## config.mk

```make
export PLATFORM = sky130hd
export DESIGN_NAME = fifo_sync_buf
export DESIGN_NICKNAME = d
export VERILOG_FILES = /design/src/rtl/fifo_pkg.sv /design/src/rtl/fifo_sync_mem.sv /design/src/rtl/fifo_sync_buf.sv
export SDC_FILE = /design/constraint.sdc
export NUM_CORES = 1
export LEC_CHECK = 0
export BUFFER_PORTS_ARGS = -buffer_cell sky130_fd_sc_hd__buf_2
export CAP_MARGIN = 20
export CORE_MARGIN = 2
export CORE_UTILIZATION = 46
export CTS_CLUSTER_DIAMETER = 50
export DETAILED_ROUTE_END_ITERATION = 8
export PLACE_DENSITY_LB_ADDON = 0.25
export SKIP_LAST_GASP = 1
export SLEW_MARGIN = 10
export SYNTH_ARGS = -nofsm -noshare
export SYNTH_HDL_FRONTEND = slang
export SYNTH_SLANG_ARGS = --single-unit
```

## constraint.sdc

```tcl
create_clock -name w_clk -period 4.54 [get_ports w_clk]
set_clock_uncertainty 0.1 [all_clocks]
set_input_delay 0.681 -clock w_clk [delete_from_list [all_inputs] [get_ports w_clk]]
set_output_delay 0.681 -clock w_clk [all_outputs]
set_load 0.05 [all_outputs]
```

## src/rtl/fifo_pkg.sv

```systemverilog
// Shared definitions for the single-clock FIFO slice.
// Read-mode selector values and a width helper for pointer/level vectors.
// Combinational helpers only; no state, no ports.
package fifo_pkg;

  localparam int FIFO_MODE_REG  = 0;
  localparam int FIFO_MODE_FWFT = 1;

  // Bits needed to hold 0..depth inclusive for a power-of-two depth:
  // clog2(depth) address bits plus one wrap bit.
  function automatic int fifo_level_width(input int depth);
    int w;
    w = 0;
    for (int i = 0; i < 31; i++) begin
      if ((1 << i) < depth) w = i + 1;
    end
    return w + 1;
  endfunction

endpackage

```

## src/rtl/fifo_sync_mem.sv

```systemverilog
// DEPTH x DATA_WIDTH storage array with one write port and one combinational read port.
// Latency: write visible on rd_data the cycle after the write edge; read is combinational.
// Backpressure: none; the caller gates wr_en. Ports: w_clk, w_rst (async active-low),
//   wr_en/wr_addr/wr_data write port, rd_addr -> rd_data read port.
module fifo_sync_mem #(
  parameter int DATA_WIDTH = 8,
  parameter int ADDR_WIDTH = 3
) (
  input  logic                  w_clk,
  input  logic                  w_rst,
  input  logic                  wr_en,
  input  logic [ADDR_WIDTH-1:0] wr_addr,
  input  logic [DATA_WIDTH-1:0] wr_data,
  input  logic [ADDR_WIDTH-1:0] rd_addr,
  output logic [DATA_WIDTH-1:0] rd_data
);

  localparam int DEPTH = 1 << ADDR_WIDTH;

  logic [DATA_WIDTH-1:0] mem_q [DEPTH];
  logic [DATA_WIDTH-1:0] mem_d [DEPTH];

  always_comb begin
    mem_d = mem_q;
    if (wr_en) mem_d[wr_addr] = wr_data;
  end

  // Reset clears every word so FWFT mode presents zero out of reset.
  always_ff @(posedge w_clk or negedge w_rst) begin
    if (!w_rst) begin
      for (int i = 0; i < DEPTH; i++) mem_q[i] <= '0;
    end else begin
      mem_q <= mem_d;
    end
  end

  assign rd_data = mem_q[rd_addr];

endmodule

```

## src/rtl/fifo_sync_buf.sv

```systemverilog
// Single-clock FIFO: pointer control, full/empty/threshold flags, level, sticky errors.
// Latency: FWFT=0 rd_data one cycle after accepted rd_en; FWFT=1 head word shown combinationally.
// Backpressure: writes refused while full (overflow set), reads refused while empty (underflow set).
// Ports: w_clk, w_rst (async active-low), clr (sync flush), wr_en/wr_data, rd_en,
//   rd_data/rd_valid, full/empty, almost_full/almost_empty, level, overflow/underflow.
module fifo_sync_buf
  import fifo_pkg::*;
#(
  parameter int DATA_WIDTH = 8,
  parameter int ADDR_WIDTH = 3,
  parameter int AF_LEVEL   = (1 << ADDR_WIDTH) - 2,
  parameter int AE_LEVEL   = 1,
  parameter int FWFT       = FIFO_MODE_REG
) (
  input  logic                  w_clk,
  input  logic                  w_rst,
  input  logic                  clr,
  input  logic                  wr_en,
  input  logic [DATA_WIDTH-1:0] wr_data,
  input  logic                  rd_en,
  output logic [DATA_WIDTH-1:0] rd_data,
  output logic                  rd_valid,
  output logic                  full,
  output logic                  empty,
  output logic                  almost_full,
  output logic                  almost_empty,
  output logic [ADDR_WIDTH:0]   level,
  output logic                  overflow,
  output logic                  underflow
);

  localparam int DEPTH = 1 << ADDR_WIDTH;
  localparam int PTR_W = fifo_level_width(DEPTH);

  localparam logic [PTR_W-1:0] AF_LVL = PTR_W'(AF_LEVEL);
  localparam logic [PTR_W-1:0] AE_LVL = PTR_W'(AE_LEVEL);

  logic [PTR_W-1:0]      wr_ptr_q, wr_ptr_d;
  logic [PTR_W-1:0]      rd_ptr_q, rd_ptr_d;
  logic                  ovf_q, ovf_d;
  logic                  udf_q, udf_d;
  logic [DATA_WIDTH-1:0] rd_data_q, rd_data_d;
  logic                  rd_valid_q, rd_valid_d;

  logic                  full_w, empty_w;
  logic                  wr_acc, rd_acc;
  logic [PTR_W-1:0]      level_w;
  logic [DATA_WIDTH-1:0] mem_rd_data;

  // Same address with differing wrap bits means the writer is a full lap ahead.
  assign empty_w = (wr_ptr_q == rd_ptr_q);
  assign full_w  = (wr_ptr_q[PTR_W-2:0] == rd_ptr_q[PTR_W-2:0]) &&
                   (wr_ptr_q[PTR_W-1]   != rd_ptr_q[PTR_W-1]);
  assign level_w = wr_ptr_q - rd_ptr_q;

  // Acceptance uses start-of-cycle flags, so a full FIFO refuses a write even
  // when a read frees a slot in the same cycle (and symmetrically for empty).
  assign wr_acc = wr_en && !full_w  && !clr;
  assign rd_acc = rd_en && !empty_w && !clr;

  fifo_sync_mem #(
    .DATA_WIDTH (DATA_WIDTH),
    .ADDR_WIDTH (ADDR_WIDTH)
  ) u_mem (
    .w_clk   (w_clk),
    .w_rst   (w_rst),
    .wr_en   (wr_acc),
    .wr_addr (wr_ptr_q[PTR_W-2:0]),
    .wr_data (wr_data),
    .rd_addr (rd_ptr_q[PTR_W-2:0]),
    .rd_data (mem_rd_data)
  );

  always_comb begin
    wr_ptr_d   = wr_ptr_q;
    rd_ptr_d   = rd_ptr_q;
    ovf_d      = ovf_q;
    udf_d      = udf_q;
    rd_data_d  = rd_data_q;
    rd_valid_d = 1'b0;
    if (clr) begin
      // Flush: requests this cycle are dropped silently; memory is left alone.
      wr_ptr_d = '0;
      rd_ptr_d = '0;
      ovf_d    = 1'b0;
      udf_d    = 1'b0;
    end else begin
      if (wr_acc) wr_ptr_d = wr_ptr_q + 1'b1;
      if (rd_acc) begin
        rd_ptr_d   = rd_ptr_q + 1'b1;
        rd_data_d  = mem_rd_data;
        rd_valid_d = 1'b1;
      end
      if (wr_en && full_w)  ovf_d = 1'b1;
      if (rd_en && empty_w) udf_d = 1'b1;
    end
  end

  always_ff @(posedge w_clk or negedge w_rst) begin
    if (!w_rst) begin
      wr_ptr_q   <= '0;
      rd_ptr_q   <= '0;
      ovf_q      <= 1'b0;
      udf_q      <= 1'b0;
      rd_data_q  <= '0;
      rd_valid_q <= 1'b0;
    end else begin
      wr_ptr_q   <= wr_ptr_d;
      rd_ptr_q   <= rd_ptr_d;
      ovf_q      <= ovf_d;
      udf_q      <= udf_d;
      rd_data_q  <= rd_data_d;
      rd_valid_q <= rd_valid_d;
    end
  end

  assign full         = full_w;
  assign empty        = empty_w;
  assign level        = level_w;
  assign almost_full  = (level_w >= AF_LVL);
  assign almost_empty = (level_w <= AE_LVL);
  assign overflow     = ovf_q;
  assign underflow    = udf_q;

  // FWFT shows the head word directly; registered mode shows the last popped word.
  assign rd_data  = (FWFT == FIFO_MODE_FWFT) ? mem_rd_data : rd_data_q;
  assign rd_valid = (FWFT == FIFO_MODE_FWFT) ? !empty_w    : rd_valid_q;

endmodule

```

# --- After elaboration in Yosys (flattened, before gate mapping) ---
# Cells that the tools add are included.
classes:
  addsub: 3
  multipliers: 0
  div: 0
  order_cmp: 5
  n_eq_ne: 3
  shift: 0
  n_mux: 16
  bitwise_logic: 3
  n_reduce_logical: 16
ops:
  columns: ["cell", "count"]
  rows:
  - ["$bwmux W64", 1]
  - ["$bmux W8 S3", 1]
  - ["$demux W8 S3", 1]
  - ["$mux W8", 3]
  - ["$mux W4", 4]
  - ["$add A4 B1 Y4 const B", 2]
  - ["$ge A4 B4 Y1 const B", 2]
  - ["$logic_and A1 B1 Y1", 8]
  - ["$not A3 Y4", 2]
  - ["$reduce_bool A2 Y1", 4]
  - ["$mux W1", 6]
  - ["$eq A4 B4 Y1", 1]
  - ["$ge A4 B3 Y1 const B", 1]
  - ["$le A4 B1 Y1 const B", 1]
  - ["$lt A4 B1 Y1 const B", 1]
  - ["$sub A4 B4 Y4", 1]
  - ["$eq A3 B3 Y1", 1]
  - ["$logic_not A1 Y1", 3]
  - ["$reduce_and A2 Y1", 1]
  - ["$ne A1 B1 Y1", 1]
  - ["$not A1 Y1", 1]
totals:
  regBits: 83
  latch_bits: 0
  mem_bits_rw: 0
  rom_bits: 0
  word_cells: 60
  mem_count: 0

# --- Depth between registers and ports, before layout ---
logic_depth:
  ltp_word: 7
  ltp_mapped: 9

# --- Modules after synthesis ---
# From an unflattened synthesis, not the netlist that was laid out.
hier_totals:
  cells_unflattened: 268
  area_unflattened_um2: 4053.9
by_module_without_submodules:
  columns: ["module", "instances", "cells_each", "area_each_um2"]
  rows:
  - ["fifo_sync_mem", 1, 172, 2992.9]
  - ["fifo_sync_buf", 1, 96, 1061.0]

# --- Least setup slack after synthesis ---
# No wires, ideal clock.
synth_path:
  path_kind: "flip-flop to output port"
  from: "register rd_ptr_q[1]"
  to: "output port almost_empty"
  arrival_time_ns: 2.951
  t_required_ns: 3.759
  slack_ns: 0.808
  path_stages_with_launch: 9
  path_buffers: 2
  cell_sequence: "dfrtp_1 buf_2 buf_1 inv_1 ha_1 nor2b_1 o21ai_0 nand3_1 a211oi_1"
synth_between:
  elab_chain_cells: 2
synth_rtl:
  columns: ["item", "line_no", "source"]
  rows:
  - ["start, declared", "fifo_sync_buf.sv:39", "logic [PTR_W-1:0] rd_ptr_q, rd_ptr_d;"]
  - ["start signal, assigned", "fifo_sync_buf.sv:109", "rd_ptr_q <= rd_ptr_d;"]
  - ["$sub A4 B4 Y4", "fifo_sync_buf.sv:54", "assign level_w = wr_ptr_q - rd_ptr_q;"]
  - ["$le A4 B1 Y1", "fifo_sync_buf.sv:121", "assign almost_empty = (level_w <= AE_LVL);"]
  - ["end, declared", "fifo_sync_buf.sv:26", "output logic almost_empty,"]
# No other way between the ends.

# --- Final worst setup path ---
# Ends and elaborated chain as after synthesis.

==> metrics.txt <==
status complete, no violations; final core utilization 53.7%; CP max FO 21; Total GRT Usage 18.1%; cts bufs inserted 9; Critical Path Sink Type output pin; Seq/Total Area, Yosys 52.8%; post-route antenna net violation count 0; Design Power 2.25 mW; Slew @ Worst Pin 0.983 ns; DRT iter0 DRCs 91; routed vias/inst 5.47; crit start category flop; synth warn 0; clock sink count 83; commonest non-fill, non-tap cell in the layout dfrtp_1; core box area 8260 sq um; overall routed net length 7.42 mm; Slew HR 34.5%; number of synthesized flops with an enable pin 0; RSZ-0062 raised after global routing no; DIE HEIGHT 96.5 microns; # hold bufs at CTS 0; clock-pin slew on the worst setup and hold paths 0.08 ns; CP max stage delay 1.00 ns; row count 33; Pins Over Slew Limit 0; pre-CTS setup slack 1.20 ns; fin nets 321; crit share post-route 79.2%; # DRC 0; Pre-Repair DR Iteration Count 4; Worst IR Drop VDD 0.192 mV; Setup TNS Final 0 ns; Netlist cell types 34; Crit-path slowest cell dfrtp_1; Finish-stage setup viols 0; vias 2,255; Max H-tree Level 3; CP Depth 7; CTS tree yes; GRT Residual Overflow 0; clk_lat worst skew 0.36 ns; Post CTS Setup Buffer Count 0; minimum clock period 3.59 ns; Hold WC Path Type input pin to asynchronous set/reset pin; detailed placement HPWL 4.73 mm; Setup Crit Path Kind flop to output pin; power density over the cells 508 nW/um^2; initial core utilization 47.7%; ys flop type dfrtp_1; die area 9310 sq um; reg-to-reg setup timing slack 1.19 ns; MaxCap Viol Count 0; vias in the first global route 2,243; share of cells above drive strength 1 46.3%; synthesized area 3940 sq um; syn nets 286; commonest non-fill, non-tap cells in the layout 83 x dfrtp_1, 64 x mux2_2, 30 x buf_2; CTS max path bufs 2; Die Wd 96.5 microns; critical path's top delay family flip-flops; Worst EP required 3.76 ns; flops & latches, synth 83; GP Congestion 0.823; # resized after CTS 0; syn_area_per_cell 14.7 sq um; first-pass GRT wire length 12.1 mm; CTS Root Cell clkbuf_8; worst reg-to-reg path cell count 6; initial antenna violation count 0; Area Overhead vs Synth 12.6%; worst path cell trace inv_1 > ha_1 > nor2b_1 > o21ai_0 > nand3_1 > a211oi_1 > buf_2; Arrival @ worst endpoint 2.81 ns; final hold vios 0; final worst slack 0.945 ns; largest net degree at the start of global routing 84; WL per Instance 18.0 microns; Synth async-reset ratio 100%; io pins 32; leakage 2.07 nW; Mapped Cells 267; ANT cells 0; Peak Freq 278 MHz; Worst Path Buf+Inv 2; IO buf count 31
[power breakdown]
group / total (mW) / internal, mW / switching (mW) / leakage, nW
combinational: 0.699 / 0.259 / 0.440 / 0.862
sequential: 0.953 / 0.876 / 0.0769 / 1.10
clock: 0.598 / 0.315 / 0.283 / 0.114
[logic make-up (layout without fill, tap and decap cells)]
kind of cell | after synthesis | after routing | synth area share (%)
DFF | 83 | 83 | 52.8
and+or+nand+nor | 39 | 39 | 7.18
muxes | 90 | 90 | 30.0
adders and majority gates | 6 | 6 | 2.10
AOI/OAI and AO/OA | 22 | 22 | 3.43
buffers and inverters | 19 | 59 | 2.35
xor gates and xnor gates | 8 | 8 | 2.16
[cells in the mapped netlist (all sizes together), types with 5 or more instances]
cell | instances | area, sq um
buf | 8 | 51.3
dfrtp | 83 | 2080
ha | 5 | 62.6
inv | 9 | 33.8
mux2 | 64 | 721
mux2i | 10 | 100
mux4 | 16 | 360
nand2 | 8 | 30.0
nand3 | 9 | 120
nor2 | 15 | 58.8
o21ai | 11 | 58.8
[sequential cells by signal (all words and copies together) (netlist names)]
name / flops
underflow: 1
rd_data: 8
rd_ptr_q: 4
overflow: 1
rd_valid: 1
wr_ptr_q: 4
u_mem.mem_q: 64
[worst reg2reg max path, stage by stage, from the launching register on]
cell and delay (ns):
dfrtp_1 1.00, inv_1 0.11, ha_1 0.34, nand3_1 0.26, o21a_1 0.69, nand4_4 0.36
mux2_2 0.38
[layout make-up]
cell class | instances | area, sq um
inverters | 9 | 33.8
clock inverters | 7 | 100
repair buffers | 34 | 200
fillers | 729 | 3820
flip-flops and latches | 83 | 2080
well taps | 105 | 131
clock buffers | 9 | 124
multi-input cells | 165 | 1770
[through the flow]
step / cell area (sq um) / cells / hold slack, ns
4_1_cts: 4410 / 411 / 0.383
2_1_floorplan: 3940 / 267 / 0.285
6_report: 4430 / 412 / 0.0991
3_3_place_gp: 4180 / 395 / 0.361
5_1_grt: 4430 / 412 / 0.0912
3_5_place_dp: 4180 / 395 / 0.364
[path summary, 6_finish.rpt]
check,from,end
worst max-delay path,rd_ptr_q[1],almost_empty
worst min-delay path,w_rst,u_mem.mem_q[14]
worst max register to register,rd_ptr_q[1],u_mem.mem_q[11]
worst min register to register,rd_data[5],rd_data[5]
max in group asynchronous,w_rst,rd_ptr_q[2]
min in group w_clk,rd_data[5],rd_data[5]
[per-layer routing]
| layer | GRT usage (%) | part of all wire, % | up-vias |
|---|---|---|---|
| li1 | - | - | 1048 |
| met2 | 28.2 | 49 | 30 |
| met5 | 0 | 0 | - |
| met4 | 6.69 | 1.3 | 0 |
| met1 | 24.6 | 47 | 1168 |
| met3 | 4.42 | 3.0 | 9 |
(Power assumes the default switching activity.)
